File: config.mk
export PLATFORM = sky130hd
export DESIGN_NAME = kernel_accumulator
export DESIGN_NICKNAME = d
export VERILOG_FILES = /design/src/rtl/bnn_pkg.sv /design/src/rtl/kacc_adder.sv /design/src/rtl/kernel_accumulator.sv
export SDC_FILE = /design/constraint.sdc
export NUM_CORES = 1
export LEC_CHECK = 0
export ABC_AREA = 1
export CAP_MARGIN = 20
export CORE_ASPECT_RATIO = 1.25
export CORE_MARGIN = 5
export CORE_UTILIZATION = 40
export DETAILED_ROUTE_END_ITERATION = 10
export PLACE_DENSITY = 0.68
export SETUP_SLACK_MARGIN = 0.15
export SKIP_LAST_GASP = 1
export SLEW_MARGIN = 20
export SYNTH_ARGS = -nofsm -noshare
export SYNTH_HDL_FRONTEND = slang
export SYNTH_SLANG_ARGS = --single-unit
File: constraint.sdc
create_clock -name clk_in -period 6.94 [get_ports clk_in]
set_input_delay 1.388 -clock clk_in [delete_from_list [all_inputs] [get_ports clk_in]]
set_output_delay 1.388 -clock clk_in [all_outputs]
set_load 0.02 [all_outputs]
File: src/rtl/bnn_pkg.sv
`default_nettype none
// ============================================================================
// Module      : bnn_pkg
// Description : Constants and types shared by the binary-network kernel stages.
// Revision    : 1.0 - initial release
// ============================================================================
package bnn_pkg;

    localparam int PSUM_WIDTH = 7;

    typedef enum logic [1:0] {
        IDLE   = 2'd0,
        ACCUM  = 2'd1,
        OUTPUT = 2'd2
    } kacc_state_t;

endpackage
`default_nettype wire

File: src/rtl/kacc_adder.sv
`default_nettype none
// ============================================================================
// Module      : kacc_adder
// Description : Accumulator adder; clamps when KACC_SATURATE_EN, else wraps.
// Revision    : 1.0 - initial release
// ============================================================================
module kacc_adder #(
    parameter int ACC_WIDTH  = 12,
    parameter int PSUM_WIDTH = 7
) (
    input  logic [ACC_WIDTH-1:0]  acc_in,
    input  logic [PSUM_WIDTH-1:0] psum_in,
    output logic [ACC_WIDTH-1:0]  sum_out
);

    logic [ACC_WIDTH:0] full_sum;

    assign full_sum = {1'b0, acc_in} + {{(ACC_WIDTH + 1 - PSUM_WIDTH){1'b0}}, psum_in};

`ifdef KACC_SATURATE_EN
    // Once clamped, further adds of non-negative psums keep the carry set.
    assign sum_out = full_sum[ACC_WIDTH] ? {ACC_WIDTH{1'b1}} : full_sum[ACC_WIDTH-1:0];
`else
    logic unused_carry;
    assign unused_carry = full_sum[ACC_WIDTH];
    assign sum_out      = full_sum[ACC_WIDTH-1:0];
`endif

endmodule
`default_nettype wire

File: src/rtl/kernel_accumulator.sv
`default_nettype none
// ============================================================================
// Module      : kernel_accumulator
// Description : Sums NUM_CHANNELS partial sums per pixel and thresholds them
//               into a binary activation. Optional macro: KACC_SATURATE_EN.
// Revision    : 1.0 - initial release
// ============================================================================
module kernel_accumulator #(
    parameter int PSUM_WIDTH     = bnn_pkg::PSUM_WIDTH,
    parameter int ACC_WIDTH      = 12,
    parameter int NUM_CHANNELS   = 16,
    parameter int THRESH_DEFAULT = 0
) (
    input  logic                  clk_in,
    input  logic                  rst_in,
    input  logic                  psum_valid_in,
    input  logic [PSUM_WIDTH-1:0] psum_in,
    output logic                  psum_ready_out,
    input  logic                  threshold_load_in,
    input  logic [ACC_WIDTH-1:0]  threshold_in,
    output logic                  act_valid_out,
    output logic                  act_out,
    output logic [ACC_WIDTH-1:0]  acc_out,
    input  logic                  out_ready_in
);

    import bnn_pkg::*;

    localparam int                CNT_W    = $clog2(NUM_CHANNELS + 1);
    localparam logic [CNT_W-1:0]  LAST_CNT = CNT_W'(NUM_CHANNELS - 1);

    kacc_state_t          state_q, state_d;
    logic [CNT_W-1:0]     count_q, count_d;
    logic [ACC_WIDTH-1:0] acc_q, acc_d;
    logic [ACC_WIDTH-1:0] acc_out_q, acc_out_d;
    logic                 act_q, act_d;
    logic [ACC_WIDTH-1:0] threshold_q, threshold_d;

    logic [ACC_WIDTH-1:0] sum;
    logic                 accept;

    kacc_adder #(
        .ACC_WIDTH  (ACC_WIDTH),
        .PSUM_WIDTH (PSUM_WIDTH)
    ) u_adder (
        .acc_in  (acc_q),
        .psum_in (psum_in),
        .sum_out (sum)
    );

    assign psum_ready_out = (state_q != OUTPUT);
    assign act_valid_out  = (state_q == OUTPUT);
    assign act_out        = act_q;
    assign acc_out        = acc_out_q;
    assign accept         = psum_valid_in & psum_ready_out;

    always_comb begin
        state_d     = state_q;
        count_d     = count_q;
        acc_d       = acc_q;
        acc_out_d   = acc_out_q;
        act_d       = act_q;
        threshold_d = threshold_load_in ? threshold_in : threshold_q;

        case (state_q)
            IDLE, ACCUM: begin
                if (accept) begin
                    if (count_q == LAST_CNT) begin
                        // Compare against the pre-load threshold; a same-cycle load is for the next pixel.
                        state_d   = OUTPUT;
                        acc_out_d = sum;
                        act_d     = (sum >= threshold_q);
                        count_d   = '0;
                        acc_d     = '0;
                    end else begin
                        state_d = ACCUM;
                        count_d = count_q + CNT_W'(1);
                        acc_d   = sum;
                    end
                end
            end
            OUTPUT: begin
                if (out_ready_in) begin
                    state_d = IDLE;
                end
            end
            default: begin
                state_d = IDLE;
                count_d = '0;
                acc_d   = '0;
            end
        endcase
    end

    always_ff @(posedge clk_in) begin
        if (rst_in) begin
            state_q     <= IDLE;
            count_q     <= '0;
            acc_q       <= '0;
            acc_out_q   <= '0;
            act_q       <= 1'b0;
            threshold_q <= ACC_WIDTH'(THRESH_DEFAULT);
        end else begin
            state_q     <= state_d;
            count_q     <= count_d;
            acc_q       <= acc_d;
            acc_out_q   <= acc_out_d;
            act_q       <= act_d;
            threshold_q <= threshold_d;
        end
    end

endmodule
`default_nettype wire

==> results.md <==
Outcome:
- The flow ran to the end, and the final reports show no timing, DRC or antenna violations.

Pwr:
- The maximum vdd drop is 107 uV.
- Dividing total power by cell area gives a power density of 186 nW/um^2.
- In this run the static leakage power is 0.00142 uW.

Placement:
- Before CTS, the worst setup slack after placement is 2.96 ns.
- Summed over all nets, the half-perimeter wirelength after detailed placement is 4220 um.
- Buffers placed on the I/O ports in this run total 38.
- The placer congestion estimate is 0.948.

Timing:
- The hold violation total from the final report was 0.
- The total setup violations reported at the end of the flow is 0.
- The share of the clock period used by the worst path after layout is 53.0%.
- After routing, the total negative slack on setup checks comes to 0 ns.
- The final setup skew is 0.00578 ns.
- The highest clock frequency the design can meet is 272 MHz.
- The setup slack after layout is 3.26 ns.
- The max-slew violation count is 0.
- Subtracting the final worst setup slack from the clock period gives 3.68 ns.
- At the pin with the least slew margin, the transition time is 0.809 ns.
- Setup repair after global routing left no endpoint under its margin.
- Headroom to the max-slew limit came out at 46.0%.

Logic synthesis:
- The post-synth net total is 410.
- The mean instance size in the synthesized netlist is 6.81 sq um.
- The total number of yosys warnings is 0.
- After synthesis, the netlist uses 26 different library cells.
- Summing the sequential cell areas from Yosys gives 35.4% of the chip area.
- After technology mapping, the gate count stands at 365.
- The post-synthesis instance area is 2490 sq um.
- Counting flops and latches in the post-synthesis netlist gives 44.

Floorplanning:
- The chip width is 80.5 um.
- The top-level I/O count is 39.
- The height of the die is 98.2 um.
- The number of placement rows is 32.
- The core outline area is 6130 sq um.
- The initial core utilization is 40.6%.
- The die covers 7910 sq um.

Route:
- The overall via count from detail_route is 2284.
- After detailed routing, the number of vias per cell comes to 4.69.
- The number of iterations in the first detailed-routing pass is 5.
- The detailed-route wire length is 5520 um.
- The DRC violation total after the first TritonRoute iteration is 102.
- For this run, design rule violations remaining after detail routing come to 0.
- The remaining number of nets flagged by the antenna check after routing is 0.
- After detailed routing, the average wire length per cell comes to 11.3 um.

Worst hold path:
- The worst hold path terminates at count_q[4].
- The worst min-delay path startpoint is count_q[4].
- The number of instances on the worst hold path is 2.
- The min-delay analysis places its worst path in the category flop to flop.

Cells and area:
- The number of nets in the layout is 447.
- The number of filler instances in the final layout is 615.
- The share of cells above drive strength 1 is 3.98%.
- The number of antenna diodes in the final layout is 0.
- The area used by multi-input combinational logic is 1320 sq um.
- Relative to the synthesized area, the layout overhead comes to 21.2%.
- The register cell area after layout is 881 sq um.
- Measured on the finished design, the core utilization comes to 49.2%.
- In the layout the commonest cells are sky130_fd_sc_hd__nand2_1 (79), sky130_fd_sc_hd__inv_1 (61), sky130_fd_sc_hd__dfxtp_1 (44).
- The most common library cell in the layout ignoring fill and taps is sky130_fd_sc_hd__nand2_1.

GRT:
- The number of antenna violations at the first check in global routing came to 0.
- The wire length of the first global-routing pass is 9840 um.
- The total global-route track usage is 15.4%.
- The number of global-route vias before repair is 2189.
- The total grt overflow is 0.
- The pin count of the biggest net entering global routing is 24.

Clock tree:
- The number of sinks on the clock net is 44.
- The CTS tree is built.
- Once the clock tree was built, the resizer swapped 0 gates to a different size.
- Clock-pin slew was measured on the worst setup and hold paths at 0.08 ns.
- The maximum root-to-sink buffer count is 2.
- The clock insertion delay at the later pin of the skew report is 0.30 ns.
- The cell chosen for the clock root is sky130_fd_sc_hd__clkbuf_8.
- Buffers inserted to repair hold after CTS numbered 0.
- The count of buffers added by post-CTS timing repair for setup is 0.
- The total clock buffers created by CTS is 5.
- The H-tree depth is 2.

Setup path:
- Data on the critical path arrives at its endpoint at 3.91 ns.
- The worst setup path is captured at a flop.
- The worst setup path is of the input port to flop kind.
- The endpoint identified for the worst register-to-register timing path is act_out.
- The worst register-to-register path begins at acc_q[0].
- The worst path required time is 7.17 ns.
- The critical path startpoint category is an input port.
- In this run the register-to-register setup slack is 4.48 ns.
- Of all nets on the critical path, the largest fanout is 4.
- For the worst flop-to-flop path, the logic depth is 16.

Flow run:
- Max-cap violations in this run came to 0.
## report_power, final
group          internal, uW  switching (uW)  total [uW]  leakage [uW]
Sequential              264            5.86         270      0.000360
Combinational          53.2            77.9         131       0.00102
Clock                  68.3            90.7         159     0.0000400
Total                   385             174         560       0.00142
## sequential cells by signal, summed over array words and instances, names as in the netlist
register / flops
acc_out: 12
acc_q: 12
threshold_q: 12
count_q: 5
state_q: 2
act_out: 1
## stage by stage
step | instances | hold slack, ns | total power [uW] | instance area [sq um]
CTS | 487 | 0.443 | 565 | 3010
global route | 487 | 0.466 | 603 | 3010
finish | 487 | 0.440 | 560 | 3010
floorplan | 365 | 0.417 | 368 | 2490
detailed placement | 480 | 0.429 | 407 | 2930
global placement | 480 | 0.426 | 404 | 2930
## synthesized netlist by cell type (all sizes together)
library cell  instances  area, sq um
nand2                79          297
inv                  65          244
dfxtp                44          881
nor2                 43          174
a21oi                37          196
o21ai                29          145
ha                   20          250
nand3                19          100
nand4                 6         37.5
clkbuf                5         18.8
xor2                  4         35.0
a211oi                3         22.5
buf                   3         22.5
nor3                  2         10.0
a21o                  1         7.51
a31oi                 1         6.26
and2                  1         6.26
fa                    1         20.0
o211ai                1         7.51
or2                   1         6.26
## per-layer routing
| metal | GRT usage (%) | part of all wire [%] |
|---|---|---|
| met4 | 5.72 | 1.9 |
| met2 | 24.7 | 47 |
| met5 | 0 | 0 |
| met3 | 3.41 | 5.4 |
| met1 | 20.1 | 46 |
## how the worst max path moves through the flow
stage / start / endpoint / slack (ns) / depth (start not counted)
5_1_grt: psum_in[0] / act_out / 3.01 / 17
3_3_place_gp: psum_in[0] / act_out / 3.01 / 17
3_5_place_dp: psum_in[0] / act_out / 2.96 / 17
4_1_cts: psum_in[0] / act_out / 3.28 / 17
2_1_floorplan: psum_in[0] / act_out / 3.62 / 16
6_report: psum_in[0] / act_out / 3.26 / 17
## critical path, cell delays in order
cell and delay [ns]:
sky130_fd_sc_hd__clkdlybuf4s50_1 0.46, sky130_fd_sc_hd__ha_1 0.18, sky130_fd_sc_hd__inv_1 0.06, sky130_fd_sc_hd__fa_1 0.43, sky130_fd_sc_hd__inv_1 0.08, sky130_fd_sc_hd__nand3_1 0.09, sky130_fd_sc_hd__nand2_1 0.11, sky130_fd_sc_hd__nand2_1 0.05
sky130_fd_sc_hd__nand2_1 0.11, sky130_fd_sc_hd__nand3_1 0.10, sky130_fd_sc_hd__nand2_1 0.10, sky130_fd_sc_hd__inv_1 0.04, sky130_fd_sc_hd__ha_1 0.28, sky130_fd_sc_hd__nand4_1 0.12, sky130_fd_sc_hd__nor2_1 0.14, sky130_fd_sc_hd__nand2_1 0.07
sky130_fd_sc_hd__a21oi_1 0.11
## logic make-up after synthesis
kind of cell | after synthesis | share of synthesized area (%)
AND/OR/NAND/NOR | 151 | 25.4
XOR/XNOR | 4 | 1.41
adder cells (fa/ha/maj) | 21 | 10.9
AO/OA/AOI/OAI | 72 | 15.5
buffers and inverters | 73 | 11.5
flip-flops | 44 | 35.4
## cell type report
cell class,instances,area share (%)
multi-input combinational,248,43.8
sequential,44,29.2
timing repair buffer,38,12.6
inverter,65,8.09
tap,85,3.53
clock buffer,5,2.28
clock inverter,2,0.415
Note: power is estimated with default switching activity, not from simulation.
